===== config.mk =====
export PLATFORM = sky130hd
export DESIGN_NAME = nonce_scheduler
export DESIGN_NICKNAME = d
export VERILOG_FILES = /design/src/rtl/miner_pkg.sv /design/src/rtl/found_fifo.sv /design/src/rtl/nonce_scheduler.sv
export SDC_FILE = /design/constraint.sdc
export NUM_CORES = 1
export LEC_CHECK = 0
export BUFFER_PORTS_ARGS = -buffer_cell sky130_fd_sc_hd__buf_2
export CORE_AREA = 10 10 189 191
export DETAILED_ROUTE_END_ITERATION = 10
export DIE_AREA = 0 0 199 201
export GPL_TIMING_DRIVEN = 0
export HOLD_SLACK_MARGIN = 0.12
export PLACE_DENSITY_LB_ADDON = 0.3
export SETUP_SLACK_MARGIN = 0.4
export SYNTH_ARGS = -nofsm -noshare
export SYNTH_HDL_FRONTEND = slang
export SYNTH_SLANG_ARGS = --single-unit
export TNS_END_PERCENT = 100

===== constraint.sdc =====
create_clock -name clk -period 3.7 [get_ports clk]
set_clock_uncertainty 0.15 [all_clocks]
set_input_delay 0.555 -clock clk [delete_from_list [all_inputs] [get_ports clk]]
set_output_delay 0.555 -clock clk [all_outputs]
set_load 0.01 [all_outputs]

===== src/rtl/miner_pkg.sv =====
// Shared types and widths for the mining job scheduler and its helpers.
package miner_pkg;

  localparam int unsigned NONCE_W  = 32'd32;
  localparam int unsigned TARGET_W = 32'd64;

  typedef enum logic [1:0] {
    IDLE  = 2'd0,
    RUN   = 2'd1,
    DRAIN = 2'd2,
    DONE  = 2'd3
  } state_t;

endpackage


===== src/rtl/found_fifo.sv =====
// Synchronous first-word-fall-through FIFO holding found nonces.
module found_fifo #(
  parameter int WIDTH = 32'd32,
  parameter int DEPTH = 32'd4
) (
  input  logic             clk,
  input  logic             rst_n,
  input  logic             push,
  input  logic [WIDTH-1:0] push_data,
  input  logic             pop,
  output logic [WIDTH-1:0] pop_data,
  output logic             full,
  output logic             empty
);

  localparam int AW = $clog2(DEPTH);

  logic [WIDTH-1:0] mem_r [DEPTH];
  logic [AW:0]      wr_ptr_r;
  logic [AW:0]      rd_ptr_r;
  logic             push_ok_s;
  logic             pop_ok_s;

  // Extra pointer bit separates the full and empty cases when indices match.
  assign empty     = (wr_ptr_r == rd_ptr_r);
  assign full      = (wr_ptr_r[AW] != rd_ptr_r[AW]) &&
                     (wr_ptr_r[AW-1:0] == rd_ptr_r[AW-1:0]);
  assign pop_ok_s  = pop & ~empty;
  assign push_ok_s = push & (~full | pop_ok_s);
  assign pop_data  = mem_r[rd_ptr_r[AW-1:0]];

  // Storage array; writes only, contents are don't-care until pushed.
  always_ff @(posedge clk) begin
    if (push_ok_s) begin
      mem_r[wr_ptr_r[AW-1:0]] <= push_data;
    end
  end

  // Read and write pointers.
  always_ff @(posedge clk or negedge rst_n) begin
    if (!rst_n) begin
      wr_ptr_r <= {(AW+1){1'b0}};
      rd_ptr_r <= {(AW+1){1'b0}};
    end else begin
      if (push_ok_s) begin
        wr_ptr_r <= wr_ptr_r + {{AW{1'b0}}, 1'b1};
      end
      if (pop_ok_s) begin
        rd_ptr_r <= rd_ptr_r + {{AW{1'b0}}, 1'b1};
      end
    end
  end

endmodule


===== src/rtl/nonce_scheduler.sv =====
// Issues the nonces of one mining job to the hash pipeline, tracks in-flight
// hashes and collects comparator hits in a result FIFO.
module nonce_scheduler
  import miner_pkg::*;
#(
  parameter int FIFO_DEPTH   = 32'd4,
  parameter int MAX_INFLIGHT = 32'd128,
  parameter int CNT_W        = 32'd8
) (
  input  logic                clk,
  input  logic                rst_n,
  input  logic                job_valid,
  output logic                job_ready,
  input  logic [NONCE_W-1:0]  job_start,
  input  logic [NONCE_W-1:0]  job_end,
  input  logic [TARGET_W-1:0] job_target,
  input  logic                abort,
  output logic                hash_vld,
  output logic [NONCE_W-1:0]  hash_nonce,
  input  logic                hash_ready,
  output logic [TARGET_W-1:0] cmp_target,
  input  logic                cmp_busy,
  input  logic                cmp_found,
  input  logic [NONCE_W-1:0]  cmp_nonce,
  output logic                res_valid,
  output logic [NONCE_W-1:0]  res_nonce,
  input  logic                res_ready,
  output logic                busy,
  output logic                done,
  output logic                overflow
);

  localparam logic [CNT_W-1:0] MAX_C = CNT_W'(MAX_INFLIGHT);

  state_t             state_r;
  logic [NONCE_W-1:0] end_r;
  logic [CNT_W-1:0]   inflight_r;
  logic [CNT_W-1:0]   inflight_nxt_s;
  logic               discard_r;
  logic               accept_s;
  logic               xfer_s;
  logic               retire_s;
  logic               push_req_s;
  logic               pop_s;
  logic               drop_s;
  logic               room_s;
  logic               fifo_full_s;
  logic               fifo_empty_s;

  assign job_ready      = (state_r == IDLE);
  assign accept_s       = job_valid & job_ready;
  assign xfer_s         = hash_vld & hash_ready;
  // Results with nothing in flight are stale (e.g. after reset) and ignored.
  assign retire_s       = cmp_busy & (inflight_r != {CNT_W{1'b0}});
  assign push_req_s     = retire_s & cmp_found & ~discard_r;
  assign res_valid      = ~fifo_empty_s;
  assign pop_s          = res_valid & res_ready;
  assign drop_s         = push_req_s & fifo_full_s & ~pop_s;
  assign inflight_nxt_s = inflight_r + CNT_W'(xfer_s) - CNT_W'(retire_s);
  assign room_s         = (inflight_nxt_s < MAX_C);

  // Job sequencing FSM with its registered handshake and status outputs.
  always_ff @(posedge clk or negedge rst_n) begin
    if (!rst_n) begin
      state_r    <= IDLE;
      hash_vld   <= 1'b0;
      hash_nonce <= {NONCE_W{1'b0}};
      cmp_target <= {TARGET_W{1'b0}};
      end_r      <= {NONCE_W{1'b0}};
      discard_r  <= 1'b0;
      busy       <= 1'b0;
      done       <= 1'b0;
    end else begin
      done <= 1'b0;
      case (state_r)
        IDLE: begin
          if (job_valid) begin
            end_r      <= job_end;
            cmp_target <= job_target;
            hash_nonce <= job_start;
            discard_r  <= 1'b0;
            busy       <= 1'b1;
            if (job_end >= job_start) begin
              state_r  <= RUN;
              hash_vld <= 1'b1;
            end else begin
              state_r <= DONE;
              done    <= 1'b1;
            end
          end
        end
        RUN: begin
          if (abort) begin
            hash_vld  <= 1'b0;
            discard_r <= 1'b1;
            state_r   <= DRAIN;
          end else if (xfer_s) begin
            // End compare precedes the increment so 0xFFFFFFFF ends cleanly.
            if (hash_nonce == end_r) begin
              hash_vld <= 1'b0;
              state_r  <= DRAIN;
            end else begin
              hash_nonce <= hash_nonce + 32'd1;
              hash_vld   <= room_s;
            end
          end else if (!hash_vld) begin
            hash_vld <= room_s;
          end
        end
        DRAIN: begin
          if (abort) begin
            discard_r <= 1'b1;
          end
          if (inflight_r == {CNT_W{1'b0}}) begin
            state_r <= DONE;
            done    <= 1'b1;
          end
        end
        DONE: begin
          state_r <= IDLE;
          busy    <= 1'b0;
        end
        default: begin
          state_r  <= IDLE;
          hash_vld <= 1'b0;
          busy     <= 1'b0;
        end
      endcase
    end
  end

  // In-flight hash counter and sticky drop flag.
  always_ff @(posedge clk or negedge rst_n) begin
    if (!rst_n) begin
      inflight_r <= {CNT_W{1'b0}};
      overflow   <= 1'b0;
    end else begin
      inflight_r <= inflight_nxt_s;
      if (accept_s) begin
        overflow <= 1'b0;
      end else if (drop_s) begin
        overflow <= 1'b1;
      end
    end
  end

  found_fifo #(
    .WIDTH (NONCE_W),
    .DEPTH (FIFO_DEPTH)
  ) u_found_fifo (
    .clk       (clk),
    .rst_n     (rst_n),
    .push      (push_req_s),
    .push_data (cmp_nonce),
    .pop       (pop_s),
    .pop_data  (res_nonce),
    .full      (fifo_full_s),
    .empty     (fifo_empty_s)
  );

endmodule


## After elaboration in Yosys (flattened, before gate mapping)

Memories as Yosys holds them, arrays and structs flattened.
Cells that the tools add are included.
Widths: inputs -> output; s select.

- Add/subtract/negate cells: 5
- Order comparisons: 2
- Equality and inequality tests: 16
- Muxes and demuxes: 32
- Bitwise operators: 15
- Reductions and logical operators: 15

Operator list:

| cell | count |
|---|---|
| $mux 32 | 4 |
| $pmux 32 s2 | 1 |
| $add 32x1->32 const B | 1 |
| $eq 32x32->1 | 1 |
| $ge 32x32->1 | 1 |
| $mux 1 | 16 |
| $mux 2 | 6 |
| $and 1x1->1 | 10 |
| $ne 2x2->1 const B | 5 |
| $add 8x1->8 | 1 |
| $logic_not 8->1 | 1 |
| $lt 8x8->1 const B | 1 |
| $pmux 1 s2 | 4 |
| $pmux 2 s4 | 1 |
| $reduce_bool 2->1 | 4 |
| $reduce_bool 8->1 | 1 |
| $sub 8x1->8 | 1 |
| $add 3x1->3 const B | 2 |
| $ne 3x3->1 const B | 2 |
| $reduce_and 3->1 | 2 |
| $reduce_and 5->1 | 1 |
| $eq 2x2->1 const B | 2 |
| $ne 2x1->1 const B | 2 |
| $not 1->1 | 4 |
| other kinds (10) | 11 |

- Register bits: 149
- Bits in writable memories: 128
- Input port bits: 168
- Output and inout port bits: 134
- Logic and storage cells: 98
- Memories: 1

Memories:

| name | words | bits a word | read ports | clocked after Yosys merged registers in | write ports | RTL line | source |
|---|---|---|---|---|---|---|---|
| u_found_fifo.mem_r | 4 | 32 | 1 | 0 | 1 | found_fifo.sv:18 | `logic [WIDTH-1:0] mem_r [DEPTH];` |

## Depth between registers and ports, before layout

- Depth in word-level cells: 8
- Mapped depth: 14
- Gate-level depth less buffers: 14

## Modules after synthesis

A second synthesis with hierarchy kept.

- Cell total of the unflattened synthesis: 936
- Area, all modules: 12,901.1 µm²

By module, submodules not included:

| module | times used | cells each | area an instance (µm²) | seq. area each (µm²) |
|---|---|---|---|---|
| nonce_scheduler | 1 | 722 | 7,832.5 | 3,578.4 |
| found_fifo | 1 | 214 | 5,068.6 | 3,993.8 |

## Worst setup path after synthesis

OpenSTA, ideal clock, no wires.

- Kind: reg-to-reg
- From: register inflight_r[2]
- To: register hash_vld
- Library setup time: 0.079 ns
- Data arrival time: 2.767 ns
- Data required time: 3.471 ns
- Path slack: 0.703 ns
- Stages on the path, launching flop included: 15
- Path buffers: 0
- Clock period less this slack: 2.997 ns
- Cell sequence: dfrtp_1 -> inv_1 -> ha_1 -> nand4_1 -> and2_1 -> ha_1 -> inv_1 -> ha_1 -> a21o_1 -> a2111oi_1 -> o21bai_1 -> a21oi_1 -> xor2_1 -> a211o_1 -> a2bb2oi_1

- Cells in the longest elaborated chain, start to end: 8
- Elaborated cells on any way between the ends: 10
- Those cells by class: add/sub (2); order compare (1); mux (5); bitwise (1); reduce/logical (1)

RTL lines:

| element | RTL line | source |
|---|---|---|
| start: declaration | nonce_scheduler.sv:37 | `logic [CNT_W-1:0] inflight_r;` |
| start signal: assignment | nonce_scheduler.sv:135 | `inflight_r <= {CNT_W{1'b0}};` |
| start signal: assignment | nonce_scheduler.sv:138 | `inflight_r <= inflight_nxt_s;` |
| branches (longest 2 deep; another with $add 8x1->8) | -- |  |
| $sub 8x1->8 (*) | nonce_scheduler.sv:59 | `assign inflight_nxt_s = inflight_r + CNT_W'(xfer_s) - CNT_W'(retire_s);` |
| via inflight_nxt_s[7] | nonce_scheduler.sv:38 | `logic [CNT_W-1:0] inflight_nxt_s;` |
| $lt 8x8->1 (*) | nonce_scheduler.sv:60 | `assign room_s = (inflight_nxt_s < MAX_C);` |
| $mux 1 (on tied branches) | nonce_scheduler.sv:106, nonce_scheduler.sv:99 |  |
| $mux 1 (*) | nonce_scheduler.sv:97 | `end else if (xfer_s) begin` |
| $mux 1 (*) | nonce_scheduler.sv:93 | `if (abort) begin` |
| $pmux 1 s2 (*) | nonce_scheduler.sv:75 | `case (state_r)` |
| end signal: assignment | nonce_scheduler.sv:104 | `hash_vld <= room_s;` |
| end signal: assignment | nonce_scheduler.sv:107 | `hash_vld <= room_s;` |
| end: declaration | nonce_scheduler.sv:18 | `output logic hash_vld,` |

Mark *: on every way through the listed nets, which the timed path passes.
A chain may end at the register's enable or synchronous reset.

## Worst setup path after layout

- From: input job_end[17]
- To: register hash_vld

- Cells in the longest elaborated chain, start to end: 3

RTL lines:

| element | RTL line | source |
|---|---|---|
| start: declaration | nonce_scheduler.sv:15 | `input logic [NONCE_W-1:0] job_end,` |
| $ge 32x32->1 | nonce_scheduler.sv:83 | `if (job_end >= job_start) begin` |
| $ne 2x1->1 (no line) | -- |  |
| $reduce_and 3->1 (no line) | -- |  |

No other way between the ends.

==> impl_metrics.ini <==
[status]
status = finished, final reports clean

[route]
drt-initial-drc-count = 459
post_drt_wl_per_cell_um = 19.9
via_per_inst = 5.09
vias = 9092
drc = 0
wl_mm = 35.6
dr.pass1.iters = 5
ant_nets = 0

[worst_setup_path]
crit_fanout = 4
worstSetupPathType = in -> reg
required_ns = 3.99
crit_path_end_kind = register
worst-r2r-cell-count = 14
cp.arrival_ns = 3.45
critPathLaunchType = input pin

[logic_synthesis]
netlist_area_um2 = 12600
synthFlopType = dfrtp_1
synthArstFlopShare_pct = 53.8
synth_top_cell_by_area = edfxtp_1
synth.distinct_cells = 73
syn_nets = 1102
synth_edf_count = 128
ys_seq_area_share_pct = 60.1
ys_ff_latch = 277
ys_warn_count = 0
syn_avg_cell_area_um2 = 14.3
synth_area_leaders = edfxtp_1 31%, dfrtp_1 30%, mux2_2 8.6%
postSynthCellCount = 880
yosysTopAreaCellShare_pct = 30.5

[hold_path]
hold_depth = 3
hold_class = in -> reg

[die]
die_h_um = 201
die_area_um2 = 40000
core-area_um2 = 32000
row_count = 66
start_util_pct = 39.3
die_w_um = 199
top_level_ports = 302

[pwr]
power_leakage_nw = 7.33
powerDensity_nw_per_um2 = 778
ir_worst_vdd_mv = 0.462

[sta]
rsz0062_at_grt = yes
fin_crit_ns = 3.15
setup_viol = 0
fmax_mhz = 317
fin_setup_tns_ns = 0
timing.final.crit_share_pct = 85.2
tightest_slew_ns = 0.881
maxSlewHeadroom_pct = 41.3
slew_viol_final = 0
hold_viol = 0

[place]
gp_congestion = 0.861
placed_area_um2 = 14600
dp_hpwl_mm = 25.5
port-buffer-count = 300

[cells_and_area]
layout-drive-gt1-share_pct = 38.2
fin_area_um2 = 17100
nets = 1572
syn_to_final_growth_pct = 35.5
n_fill_cell = 2704

[global_route]
grt_pass1_wl_mm = 55.7
grt_pass1_vias = 9744
grt_usage_pct = 17.5
antenna_found_initial = 3
grt_max_degree = 77
overflow = 0

[cts]
h-tree-depth = 1
clock_path_buffers = 3
cts_made_buffers = 31
clk_latency_ns = 0.57
path_clk_slew_ns = 0.06
cts_tree = yes
root_buffer = clkbuf_16
clock_sinks = 277

[run]
drv_cap = 0
[routing by layer]
metal / routed length, um / share of wire [%] / vias to the layer above / GRT usage [%]
li1: - / - / 4249 / -
met5: 0 / 0 / - / 0
met4: 979 / 2.8 / 0 / 4.80
met3: 2810 / 7.9 / 60 / 4.59
met2: 17000 / 48 / 341 / 28.6
met1: 14800 / 42 / 4442 / 22.5
[area by class of cell]
class	instances	area, um2	share of cell area [%]
antenna	5	12.5	0.0734
buffer	39	186	1.09
clock buffer	45	888	5.21
clock inverter	10	140	0.822
inverter	57	214	1.25
multi-input combinational	507	4640	27.2
sequential	277	7570	44.4
tap	408	510	2.99
timing repair buffer	437	2890	16.9
[flip-flops by register name, summed over array words and instances, names as in the netlist]
signal and count:
hash_vld 1, hash_nonce 32, busy 1, u_found_fifo.rd_ptr_r 3, inflight_r 8, done 1, end_r 32, state_r 2
u_found_fifo.wr_ptr_r 3, discard_r 1, overflow 1, u_found_fifo.mem_r 128, cmp_target 64
[placed cells by master, fill, tap and decap left out, types with 3 or more instances in the layout]
cell	instances
inv_1	57
clkbuf_16	31
a221oi_1	3
nand4_1	17
a211oi_1	4
and3_4	3
a32oi_1	3
ha_1	53
o221ai_1	13
clkbuf_1	23
buf_1	3
mux4_2	32
xor2_1	37
edfxtp_1	128
a31oi_1	7
nand3_1	20
diode_2	5
bufinv_16	3
a21oi_1	36
dfrtp_1	149
buf_2	314
nand2b_1	3
nor3_1	5
nor4_1	8
mux2i_1	5
mux2_2	96
xnor2_1	8
o21ai_0	27
and2_2	4
nor2_1	27
dlygate4sd3_1	133
clkinv_2	3
o221a_2	6
nand2_1	36
clkbuf_8	6
buf_4	6
[power breakdown]
part	internal (mW)	total (mW)	switching (mW)
Clock	1.86	3.09	1.22
Sequential	4.18	4.86	0.678
Combinational	2.49	5.32	2.84
[repair_timing]
item	CTS	global route
hold buffers	133	0
resized for setup	1	3
pin swaps	0	3
hold endpoints to repair	303	0
setup buffers	0	3
setup endpoints to repair	1	132
[kinds of logic (layout without fill, tap and decap cells)]
| group | Yosys count | in the layout | synth area share (%) |
|---|---|---|---|
| flops | 277 | 277 | 60.1 |
| simple gates | 145 | 145 | 6.34 |
| mux | 133 | 133 | 14.7 |
| buf+inv | 96 | 588 | 3.18 |
| fa+ha+maj | 54 | 54 | 5.43 |
| xor+xnor | 45 | 45 | 3.13 |
| other cells | 0 | 5 | 0 |
| compound gates | 130 | 130 | 7.08 |
[Yosys cell counts (6+ instances only)]
library cell and n:
nor4_1 8, clkbuf_1 15, nand3_1 20, nor2_1 27, nand2_1 36, dfrtp_1 149, inv_1 57, edfxtp_1 128
a31oi_1 7, o221ai_1 13, xnor2_1 8, a21oi_1 36, o21ai_0 27, nand4_1 17, mux2_2 96, ha_1 53
and2_1 7, mux4_2 32, buf_2 15, xor2_1 37, o221a_2 6
[per-stage QoR]
step / total power, mW / hold slack (ns) / setup slack (ns) / util, % / instances
2_1_floorplan: 8.09 / 0.109 / 0.703 / - / 880
3_3_place_gp: 9.97 / 0.326 / -0.415 / 45.6 / 1588
3_5_place_dp: 10.1 / 0.331 / 0.276 / 45.7 / 1589
4_1_cts: 13.3 / 0.124 / 0.423 / 53.1 / 1777
5_1_grt: 14.1 / 0.127 / 0.297 / 53.2 / 1782
6_report: 13.3 / 0.141 / 0.548 / 53.2 / 1785
[worst max-delay path, cell delays in order]
cell and delay (ns):
dlygate4sd3_1 0.56, buf_2 0.15, ha_1 0.29, a211oi_1 0.21, nor2_1 0.10, a2111oi_1 0.58, o211ai_1 0.20, a31oi_1 0.51
a21oi_1 0.14, a2bb2oi_1 0.14
[path summary, 6_finish.rpt]
kind | slack, ns | end | from
worst min-delay path | 0.14 | hash_nonce[3] | job_start[3]
worst max-delay path | 0.55 | hash_vld | job_end[17]
worst max register to register | 0.62 | hash_vld | inflight_r[4]
max in group asynchronous | 2.09 | cmp_target[5] | rst_n
worst min register to register | 0.34 | u_found_fifo.wr_ptr_r[2] | u_found_fifo.wr_ptr_r[2]
min in group asynchronous | 0.45 | end_r[23] | rst_n
Note: power is estimated with default switching activity, not from simulation.
